===== src/rtl/interrupt_ctrl.sv =====
// N-channel priority interrupt controller with mask, level/edge mode,
// pending register and ACK/EOI handshake to the core.
module interrupt_ctrl #(
   parameter int NUM_CH = 16,
   parameter int ID_W   = 4,
   parameter int DATA_W = 16
) (
   input  logic              CLK,
   input  logic              RESET,
   input  logic [NUM_CH-1:0] INT_REQ,
   input  logic              read_data,
   input  logic              write_data,
   input  logic [1:0]        ADDR,
   input  logic [DATA_W-1:0] DATA_IN,
   output logic [DATA_W-1:0] DATA_OUT,
   output logic              INT2COR,
   output logic [ID_W-1:0]   NUM_INT,
   input  logic              INT_ACK,
   input  logic              INT_EOI
);

   typedef enum logic [1:0] {
      IDLE    = 2'd0,
      REQ     = 2'd1,
      SERVICE = 2'd2
   } state_t;

   state_t            state, state_n;
   logic [ID_W-1:0]   num_n;
   logic [ID_W-1:0]   win;
   logic [NUM_CH-1:0] mask, mode, pend, int_prev;
   logic [NUM_CH-1:0] elig, pend_n, pend_edge;
   logic [NUM_CH-1:0] w1c, ack_clr;
   logic [DATA_W-1:0] rd_val;
   logic              ack_go;

   assign elig    = pend & mask;
   assign INT2COR = (state == REQ);
   assign ack_go  = (state == REQ) && INT_ACK;

   always_comb begin
      win = '0;
      for (int i = NUM_CH - 1; i >= 0; i--)
         if (elig[i]) win = ID_W'(i);
   end

   // Edge bits: a fresh rising edge beats any clear in the same cycle.
   always_comb begin
      w1c       = (write_data && ADDR == 2'd2) ? DATA_IN[NUM_CH-1:0] : '0;
      ack_clr   = ack_go ? ({{(NUM_CH-1){1'b0}}, 1'b1} << NUM_INT) : '0;
      pend_edge = (INT_REQ & ~int_prev) | (pend & ~(w1c | ack_clr));
      pend_n    = (mode & pend_edge) | (~mode & INT_REQ);
   end

   always_comb begin
      state_n = state;
      num_n   = NUM_INT;
      unique case (state)
         IDLE: begin
            if (elig != '0) begin
               state_n = REQ;
               num_n   = win;
            end
         end
         REQ: begin
            if (INT_ACK)
               state_n = SERVICE;
            else if (!elig[NUM_INT])
               state_n = IDLE;
         end
         SERVICE: begin
            if (INT_EOI) state_n = IDLE;
         end
         default: state_n = IDLE;
      endcase
   end

   always_comb begin
      rd_val = '0;
      unique case (ADDR)
         2'd0: rd_val = DATA_W'(mask);
         2'd1: rd_val = DATA_W'(mode);
         2'd2: rd_val = DATA_W'(pend);
         2'd3: rd_val = DATA_W'({state, INT2COR, NUM_INT});
         default: rd_val = '0;
      endcase
   end

   always_ff @(posedge CLK) begin
      if (!RESET) begin
         state    <= IDLE;
         NUM_INT  <= '0;
         mask     <= '0;
         mode     <= '0;
         pend     <= '0;
         int_prev <= '0;
         DATA_OUT <= '0;
      end else begin
         state    <= state_n;
         NUM_INT  <= num_n;
         pend     <= pend_n;
         int_prev <= INT_REQ;
         if (write_data && ADDR == 2'd0) mask <= DATA_IN[NUM_CH-1:0];
         if (write_data && ADDR == 2'd1) mode <= DATA_IN[NUM_CH-1:0];
         if (read_data) DATA_OUT <= rd_val;
      end
   end

endmodule


===== config.mk =====
export PLATFORM = sky130hd
export DESIGN_NAME = interrupt_ctrl
export DESIGN_NICKNAME = d
export VERILOG_FILES = /design/src/rtl/interrupt_ctrl.sv
export SDC_FILE = /design/constraint.sdc
export NUM_CORES = 1
export LEC_CHECK = 0
export BUFFER_PORTS_ARGS = -buffer_cell sky130_fd_sc_hd__clkbuf_2
export CAP_MARGIN = 30
export CORE_ASPECT_RATIO = 1.2
export CORE_UTILIZATION = 55
export DETAILED_ROUTE_END_ITERATION = 6
export GPL_TIMING_DRIVEN = 0
export PLACE_DENSITY_LB_ADDON = 0.15
export SETUP_SLACK_MARGIN = 0.05
export SLEW_MARGIN = 20
export SYNTH_ARGS = -nofsm -noshare
export SYNTH_HDL_FRONTEND = slang
export SYNTH_SLANG_ARGS = --single-unit

===== constraint.sdc =====
create_clock -name CLK -period 2 [get_ports CLK]
set_input_delay 0.3 -clock CLK [delete_from_list [all_inputs] [get_ports CLK]]
set_output_delay 0.3 -clock CLK [all_outputs]
set_load 0.1 [all_outputs]

==> results.yml, run 1 <==
routing:
  drt_pass1_iterations: 5
  count_of_vias_placed_by_the_detailed_router: 3826
  drcViolationCount: 0
  detailedRoute.firstIterationViolations: 386
  ant_nets: 0
  avgViaCountPerCell: 6.02
  finalWirelength_mm: 11.2
  wl_per_cell_um: 17.6
synth:
  yosys_most_used_dff: "sky130_fd_sc_hd__dfxtp_1"
  synth_area_leaders: "sky130_fd_sc_hd__dfxtp_1, sky130_fd_sc_hd__nand2_1, sky130_fd_sc_hd__mux2i_1"
  synth.yosys.seq_area_share_pct: 42.2
  ys_top_cells_by_count: "sky130_fd_sc_hd__nand2_1, sky130_fd_sc_hd__dfxtp_1, sky130_fd_sc_hd__nand3_1, sky130_fd_sc_hd__a21boi_1, sky130_fd_sc_hd__and2_1"
  syn_area_per_cell_um2: 8.64
  synth_enable_flop_cells: 0
  synth.yosys.warnings: 0
  synthDistinctLibCells: 54
  synthCells: 472
  postSynthNetCount: 512
  postSynthRegisterBits: 86
  synth.most_common_cell: "sky130_fd_sc_hd__nand2_1"
  post-synth-top-area-cell: "sky130_fd_sc_hd__dfxtp_1"
  netlist.area_leader.share_pct: 42.2
  synthArstFlopShare_pct: 0
  synthesis.area_mm2: 0.00408
global_routing:
  busiest_layer: "met2"
  grt_max_degree: 16
  gr-usage-met1_pct: 39.3
  global_route.usage.met2_pct: 47.6
  antenna_found_initial: 0
  met3_usage_pct: 6.45
  grt_overflow: 0
  grt_pass1_wl_mm: 17.4
  grt_pass1_vias: 3479
  gr-usage-all-layers_pct: 30.1
cts:
  clkSinkCount: 86
  setup_fix_bufs_post_cts: 0
  cts_tree: "built"
  clk_path_buf_depth: 2
  clkLatencyLatePin_ns: 0.37
  ctsResizeCount: 0
  cts_hold_buf: 0
  h-tree-depth: 3
  root_buffer: "sky130_fd_sc_hd__clkbuf_8"
  cts-buffers-inserted: 9
  path_clk_slew_ns: 0.09
placed_design:
  placement.io_buffers: 58
  dpl_worst_slack_ns: 0.192
  gp_congestion: 0.915
  place_inst: 620
  post_dp_cell_area_mm2: 0.00449
  dp.final_hpwl_mm: 8.08
sta:
  max_slew.worst_pin.slew_ns: 0.635
  timing.final.ws_setup_ns: 0.133
  report.final.setup_viol: 0
  finalHoldViolations: 0
  final.setup.tns_ns: 0
  layout_min_cycle_time_ns: 1.87
  final_worst_clock_skew_ns: 0.00572
  final_max_slew_viol_count: 0
  worst_hold_slack_ns: 0.147
  worst_slew_margin_rel_pct: 57.7
  rsz0062_at_grt: "no"
  max_freq_ghz: 0.535
  period_share_pct: 93.4
hold_path:
  worst_hold_path_type: "in -> reg"
  whs_endpoint: "int_prev[14]$_SDFF_PN0_"
  hold_path_depth: 2
  worst_hold_startpoint: "INT_REQ[14]"
floorplan:
  die-area_mm2: 0.00776
  die_x_um: 80.6
  die_y_extent_um: 96.3
  rows: 34
  ios: 61
  floorplan.initialDensity_pct: 56.4
  core_area_mm2: 0.00723
setup_path:
  worst_path_dominant_cell_family: "flip-flops"
  cp.arrival_ns: 1.57
  timing.critical_path.cells: "nor2b_4 > clkbuf_2"
  required_time_of_the_critical_path_ns: 1.70
  r2r_start: "NUM_INT[3]$_SDFFE_PN0P_"
  rr_endpoint: "state[0]$_SDFFE_PN0P_"
  r2r_slack_ns: 0.20
  endpoint_kind: "primary output"
  timing.critical_path.slowest_stage_cell: "sky130_fd_sc_hd__dfxtp_1"
  reg2reg_depth: 5
  max_stage_delay_ns: 0.48
  start_kind: "register"
  worst-path-buf-inv: 1
  worst-path-max-fanout: 6
  worstSetupPathDepth: 2
  criticalPathCategory: "reg -> out"
finish:
  multi_input_area_mm2: 0.00221
  post_route_cells_drive_above_1_share_pct: 19.8
  stdcell_area_mm2: 0.00472
  number_of_standard_cells_in_the_final_layout_excluding_fillers: 636
  antenna_cells_inserted: 0
  final-seq-area_mm2: 0.00172
  fillers: 667
  syn_to_final_growth_pct: 15.7
  finish.net_count: 581
pwr:
  static_leakage_nw: 1.94
  pwr_density_cell_mw_per_mm2: 805
  power.ir.vdd_worst_uv: 659
status:
  run_status: "finished, final reports clean"
run:
  maxCapViolCount: 0
[cell type report]
class / instances / area share (%)
multi-input cells: 355 / 46.8
flip-flops and latches: 86 / 36.5
repair buffers: 58 / 6.15
plain buffers: 31 / 3.26
clock buffers: 10 / 2.92
well taps: 90 / 2.39
clock inverters: 6 / 1.99
[placed cells by master, fill, tap and decap left out, types with 10 or more instances in the layout]
cell type                  instances
sky130_fd_sc_hd__nand2_1         138
sky130_fd_sc_hd__dfxtp_1          85
sky130_fd_sc_hd__mux2i_1          16
sky130_fd_sc_hd__a21boi_1         21
sky130_fd_sc_hd__buf_2            11
sky130_fd_sc_hd__a21boi_0         13
sky130_fd_sc_hd__clkbuf_1         14
sky130_fd_sc_hd__o21ai_0          12
sky130_fd_sc_hd__o211ai_1         10
sky130_fd_sc_hd__a21oi_1          14
sky130_fd_sc_hd__and2_1           18
sky130_fd_sc_hd__clkbuf_2         59
sky130_fd_sc_hd__clkbuf_8         10
sky130_fd_sc_hd__nand3_1          22
[worst max path at each step]
stage	slack [ns]	from	endpoint
6_report	0.13	state[0]$_SDFFE_PN0P_	INT2COR
5_1_grt	0.13	state[0]$_SDFFE_PN0P_	INT2COR
4_1_cts	0.15	state[0]$_SDFFE_PN0P_	INT2COR
3_5_place_dp	0.19	NUM_INT[0]$_SDFFE_PN0P_	state[0]$_SDFFE_PN0P_
3_3_place_gp	0.21	NUM_INT[0]$_SDFFE_PN0P_	state[0]$_SDFFE_PN0P_
2_1_floorplan	-0.09	NUM_INT[0]$_SDFFE_PN0P_	state[0]$_SDFFE_PN0P_
[per-stage QoR]
step,util (%),power (W)
after floorplan,-,0.00227
after global placement,62.0,0.00241
after detailed placement,62.0,0.00242
after CTS,65.2,0.00380
after global routing,65.3,0.00392
final,65.3,0.00380
[power by group]
part | switching [W] | total (W) | leakage (nW) | internal (W)
Clock | 0.000661 | 0.00141 | 0.113 | 0.000746
Sequential | 0.0000771 | 0.00187 | 0.707 | 0.00179
Combinational | 0.000352 | 0.000527 | 1.12 | 0.000175
[state kept, by name, indices dropped and copies added (netlist names)]
name and count:
DATA_OUT 16, NUM_INT 4, int_prev 16, mask 16, mode 16, pend 16, state 2
[metal layers]
metal  share of wire (%)  routed length, um
met1                  44               4910
met2                  46               5130
met3                 7.7                864
met4                 2.4                266
met5                   0                  0
[kinds of logic after synthesis]
| group | synth area share, % |
|---|---|
| AOI/OAI and AO/OA | 20.3 |
| buffers and inverters | 3.74 |
| DFF | 42.2 |
| muxes | 8.53 |
| and+or+nand+nor | 25.2 |
Note: power is estimated with default switching activity, not from simulation.
==> inputs of run 2 (changes only) <==
CORE_MARGIN = 2   (was not set)
PLACE_DENSITY = 0.77   (was not set)
PLACE_DENSITY_LB_ADDON = not set   (was 0.15)
==> results.yml, run 2 (synthesis results as in run 1) <==
routing:
  ant_nets: 0
  detailedRoute.firstIterationViolations: 380
  count_of_vias_placed_by_the_detailed_router: 3739
  finalWirelength_mm: 11.0
  drt_pass1_iterations: 5
  drcViolationCount: 0
  wl_per_cell_um: 17.3
  avgViaCountPerCell: 5.88
cts:
  h-tree-depth: 3
  cts_tree: "built"
  clkSinkCount: 86
  ctsResizeCount: 0
  clk_path_buf_depth: 2
  cts_hold_buf: 0
  clkLatencyLatePin_ns: 0.37
  setup_fix_bufs_post_cts: 0
  cts-buffers-inserted: 9
  path_clk_slew_ns: 0.09
  root_buffer: "sky130_fd_sc_hd__clkbuf_8"
pwr:
  combinationalPowerShare_pct: 14.0
  p_switching_w: 0.00109
  static_leakage_nw: 1.94
  sw_frac_of_total_pct: 29.0
  power.ir.vdd_worst_uv: 562
  internal_power_w: 0.00267
  clock_power_share_pct: 36.5
  pwr_density_cell_mw_per_mm2: 799
  power.share.sequential_pct: 49.6
setup_path:
  endpoint_kind: "register"
  start_kind: "register"
  r2r_start: "NUM_INT[0]$_SDFFE_PN0P_"
  reg2reg_depth: 4
  rr_endpoint: "state[0]$_SDFFE_PN0P_"
  required_time_of_the_critical_path_ns: 2.31
  r2r_slack_ns: 0.05
  cp.arrival_ns: 2.26
  criticalPathCategory: "reg -> reg"
  worst-path-max-fanout: 10
hold_path:
  worst_hold_startpoint: "INT_REQ[14]"
  hold_path_depth: 2
  whs_endpoint: "int_prev[14]$_SDFF_PN0_"
  worst_hold_path_type: "in -> reg"
placed_design:
  gp_congestion: 0.914
  placement.io_buffers: 58
  dp.final_hpwl_mm: 8.16
  dpl_worst_slack_ns: 0.127
sta:
  timing.final.ws_setup_ns: 0.0521
  final_max_slew_viol_count: 0
  worst_slew_margin_rel_pct: 57.8
  rsz0062_at_grt: "no"
  max_slew.worst_pin.slew_ns: 0.633
  report.final.setup_viol: 0
  final.setup.tns_ns: 0
  finalHoldViolations: 0
  layout_min_cycle_time_ns: 1.95
  final_worst_clock_skew_ns: 0.00807
  max_freq_ghz: 0.513
  period_share_pct: 97.4
finish:
  finish.utilization_pct: 65.1
  finish.net_count: 581
  mostFrequentLayoutCells: "sky130_fd_sc_hd__nand2_1, sky130_fd_sc_hd__dfxtp_1, sky130_fd_sc_hd__clkbuf_2"
  antenna_cells_inserted: 0
  syn_to_final_growth_pct: 15.4
  layout.cells.most_common: "sky130_fd_sc_hd__nand2_1"
  post_route_cells_drive_above_1_share_pct: 19.6
global_routing:
  antenna_found_initial: 0
  grt_pass1_vias: 3618
  grt_overflow: 0
  grt_max_degree: 16
  gr-usage-all-layers_pct: 28.2
  grt_pass1_wl_mm: 17.4
floorplan:
  floorplan.initialDensity_pct: 56.4
  die_x_um: 82.6
  die-area_mm2: 0.00812
  die_y_extent_um: 98.3
  core_area_mm2: 0.00723
  ios: 61
  rows: 34
status:
  run_status: "finished, final reports clean"
run:
  maxCapViolCount: 0
[run 2: area by class of cell]
class	count	area (um^2)
clock buffers	9	124
well taps	90	113
plain buffers	31	153
repair buffers	58	290
fillers	635	2530
multi-input cells	355	2210
flip-flops and latches	86	1720
clock inverters	7	95.1
[run 2: worst max path at each step]
stage                                 end                     from
floorplan           state[0]$_SDFFE_PN0P_  NUM_INT[0]$_SDFFE_PN0P_
global placement    state[0]$_SDFFE_PN0P_  NUM_INT[0]$_SDFFE_PN0P_
detailed placement  state[0]$_SDFFE_PN0P_  NUM_INT[0]$_SDFFE_PN0P_
CTS                 state[0]$_SDFFE_PN0P_  NUM_INT[0]$_SDFFE_PN0P_
global route        state[0]$_SDFFE_PN0P_  NUM_INT[0]$_SDFFE_PN0P_
finish              state[0]$_SDFFE_PN0P_  NUM_INT[0]$_SDFFE_PN0P_
[run 2: power by group through the flow]
stage / Combinational (W) / Clock (W) / Sequential, W
final: 0.000525 / 0.00137 / 0.00186
after global routing: 0.000563 / 0.00144 / 0.00187
after global placement: 0.000513 / 0 / 0.00190
after detailed placement: 0.000522 / 0 / 0.00190
after CTS: 0.000524 / 0.00138 / 0.00186
after floorplan: 0.000258 / 0 / 0.00201
[run 2: per-stage QoR]
step                cells  total power (W)  area [um^2]  hold slack, ns
floorplan             472          0.00227         4080           0.435
CTS                   636          0.00376         4710           0.147
global placement      620          0.00241         4490           0.452
detailed placement    620          0.00242         4490           0.454
global route          636          0.00388         4710           0.163
finish                636          0.00376         4710           0.148
[run 2: critical path, cell delays in order, from the launching register on]
cell,delay (ns)
sky130_fd_sc_hd__dfxtp_1,0.46
sky130_fd_sc_hd__clkbuf_1,0.50
sky130_fd_sc_hd__mux4_2,0.39
sky130_fd_sc_hd__a211oi_1,0.36
sky130_fd_sc_hd__a22o_1,0.18
[run 2: layer usage]
metal	up-vias	share of wire (%)	GRT usage, %
met3	32	7.0	4.16
met4	0	3.0	13.5
met5	-	0	0
met2	172	45	42.7
met1	1733	45	39.3
li1	1802	-	-
==> inputs of run 3 (changes only) <==
CORE_ASPECT_RATIO = not set   (was 1.2)
CORE_MARGIN = not set   (was 2)
==> results.yml, run 3 (synthesis results as in run 1) <==
status:
  run_status: "complete, but fails checks"
  violated_checks: "DRC"
routing:
  wl_per_cell_um: 16.8
  ant_nets: 0
  avgViaCountPerCell: 5.78
  count_of_vias_placed_by_the_detailed_router: 3726
  drcViolationCount: 1
  finalWirelength_mm: 10.9
  detailedRoute.firstIterationViolations: 365
  drt_pass1_iterations: 7
setup_path:
  cp.arrival_ns: 2.17
  timing.critical_path.slowest_stage_cell: "sky130_fd_sc_hd__clkbuf_1"
  start_kind: "register"
  worst-path-max-fanout: 10
  criticalPathCategory: "reg -> reg"
  endpoint_kind: "register"
  timing.critical_path.cells: "clkbuf_1 > mux4_2 > a211oi_1 > a22o_1"
  required_time_of_the_critical_path_ns: 2.30
  max_stage_delay_ns: 0.49
placed_design:
  placement.io_buffers: 58
  dp.final_hpwl_mm: 7.95
  dpl_worst_slack_ns: 0.209
  place_inst: 629
  gp_congestion: 0.905
sta:
  final.setup.tns_ns: 0
  max_freq_ghz: 0.534
  report.final.setup_viol: 0
  finalHoldViolations: 0
  final_max_slew_viol_count: 0
  layout_min_cycle_time_ns: 1.87
  final_worst_clock_skew_ns: 0.00950
  period_share_pct: 93.6
  timing.final.ws_setup_ns: 0.128
  rsz0062_at_grt: "no"
  max_slew.worst_pin.slew_ns: 0.648
  worst_slew_margin_rel_pct: 56.8
finish:
  antenna_cells_inserted: 0
  syn_to_final_growth_pct: 16.0
  finish.net_count: 581
  post_route_cells_drive_above_1_share_pct: 19.6
  fillers: 626
  mostFrequentLayoutCells: "sky130_fd_sc_hd__nand2_1, sky130_fd_sc_hd__dfxtp_1, sky130_fd_sc_hd__clkbuf_2"
  layout.cells.most_common: "sky130_fd_sc_hd__nand2_1"
  number_of_standard_cells_in_the_final_layout_excluding_fillers: 645
floorplan:
  rows: 31
  core_area_mm2: 0.00721
  die_y_extent_um: 88.1
  die-area_mm2: 0.00776
  floorplan.initialDensity_pct: 56.5
  die_x_um: 88.1
  ios: 61
cts:
  cts_hold_buf: 0
  clkLatencyLatePin_ns: 0.36
  cts_tree: "built"
  ctsResizeCount: 0
  cts-buffers-inserted: 9
  clkSinkCount: 86
  clk_path_buf_depth: 2
  path_clk_slew_ns: 0.09
  h-tree-depth: 3
  root_buffer: "sky130_fd_sc_hd__clkbuf_8"
  setup_fix_bufs_post_cts: 0
pwr:
  static_leakage_nw: 1.94
  design_power_total_w: 0.00380
  power.ir.vdd_worst_uv: 511
  pwr_density_cell_mw_per_mm2: 803
global_routing:
  grt_overflow: 0
  grt_pass1_wl_mm: 17.1
  gr-usage-all-layers_pct: 29.5
  antenna_found_initial: 0
  grt_max_degree: 15
  grt_pass1_vias: 3301
hold_path:
  worst_hold_path_type: "in -> reg"
run:
  maxCapViolCount: 0
run 3: critical path, delay by kind of cell (launching register included):
kind / cells / cell delay, ns
mux: 1 / 0.41
flops: 1 / 0.47
buf+inv: 1 / 0.49
compound gates: 2 / 0.45
run 3: where the power goes:
part           internal, W  switching, W
combinational     0.000174      0.000351
sequential         0.00179     0.0000763
clock             0.000772      0.000634
run 3: path summary, 6_finish.rpt:
kind                                              start                      to  slack (ns)  depth (start not counted)
worst min-delay path                         INT_REQ[1]  int_prev[1]$_SDFF_PN0_        0.16                          2
worst min register to register  int_prev[13]$_SDFF_PN0_     pend[13]$_SDFF_PN0_        0.48                          3
worst max-delay path            NUM_INT[0]$_SDFFE_PN0P_   state[0]$_SDFFE_PN0P_        0.13                          4
worst max register to register  NUM_INT[0]$_SDFFE_PN0P_   state[0]$_SDFFE_PN0P_        0.13                          4
run 3: metal layers:
layer,up-vias,share of wire [%],global-route usage [%]
met3,25,8.6,7.26
met4,0,2.2,9.68
met2,191,43,43.1
li1,1810,-,-
met1,1700,46,42.5
met5,-,0,0
run 3: final cells by class:
| type | count | area (um^2) | area share, % |
|---|---|---|---|
| buffer | 31 | 153 | 3.23 |
| clock buffer | 11 | 151 | 3.20 |
| clock inverter | 5 | 81.3 | 1.72 |
| multi-input combinational | 355 | 2210 | 46.7 |
| sequential | 86 | 1720 | 36.4 |
| tap | 99 | 124 | 2.62 |
| timing repair buffer | 58 | 290 | 6.14 |
run 3: stage by stage:
| step | area (um^2) | hold WS, ns | utilization (%) |
|---|---|---|---|
| 3_3_place_gp | 4500 | 0.452 | 62.3 |
| 2_1_floorplan | 4080 | 0.435 | - |
| 5_1_grt | 4730 | 0.156 | 65.6 |
| 3_5_place_dp | 4500 | 0.458 | 62.3 |
| 6_report | 4730 | 0.164 | 65.6 |
| 4_1_cts | 4730 | 0.153 | 65.6 |
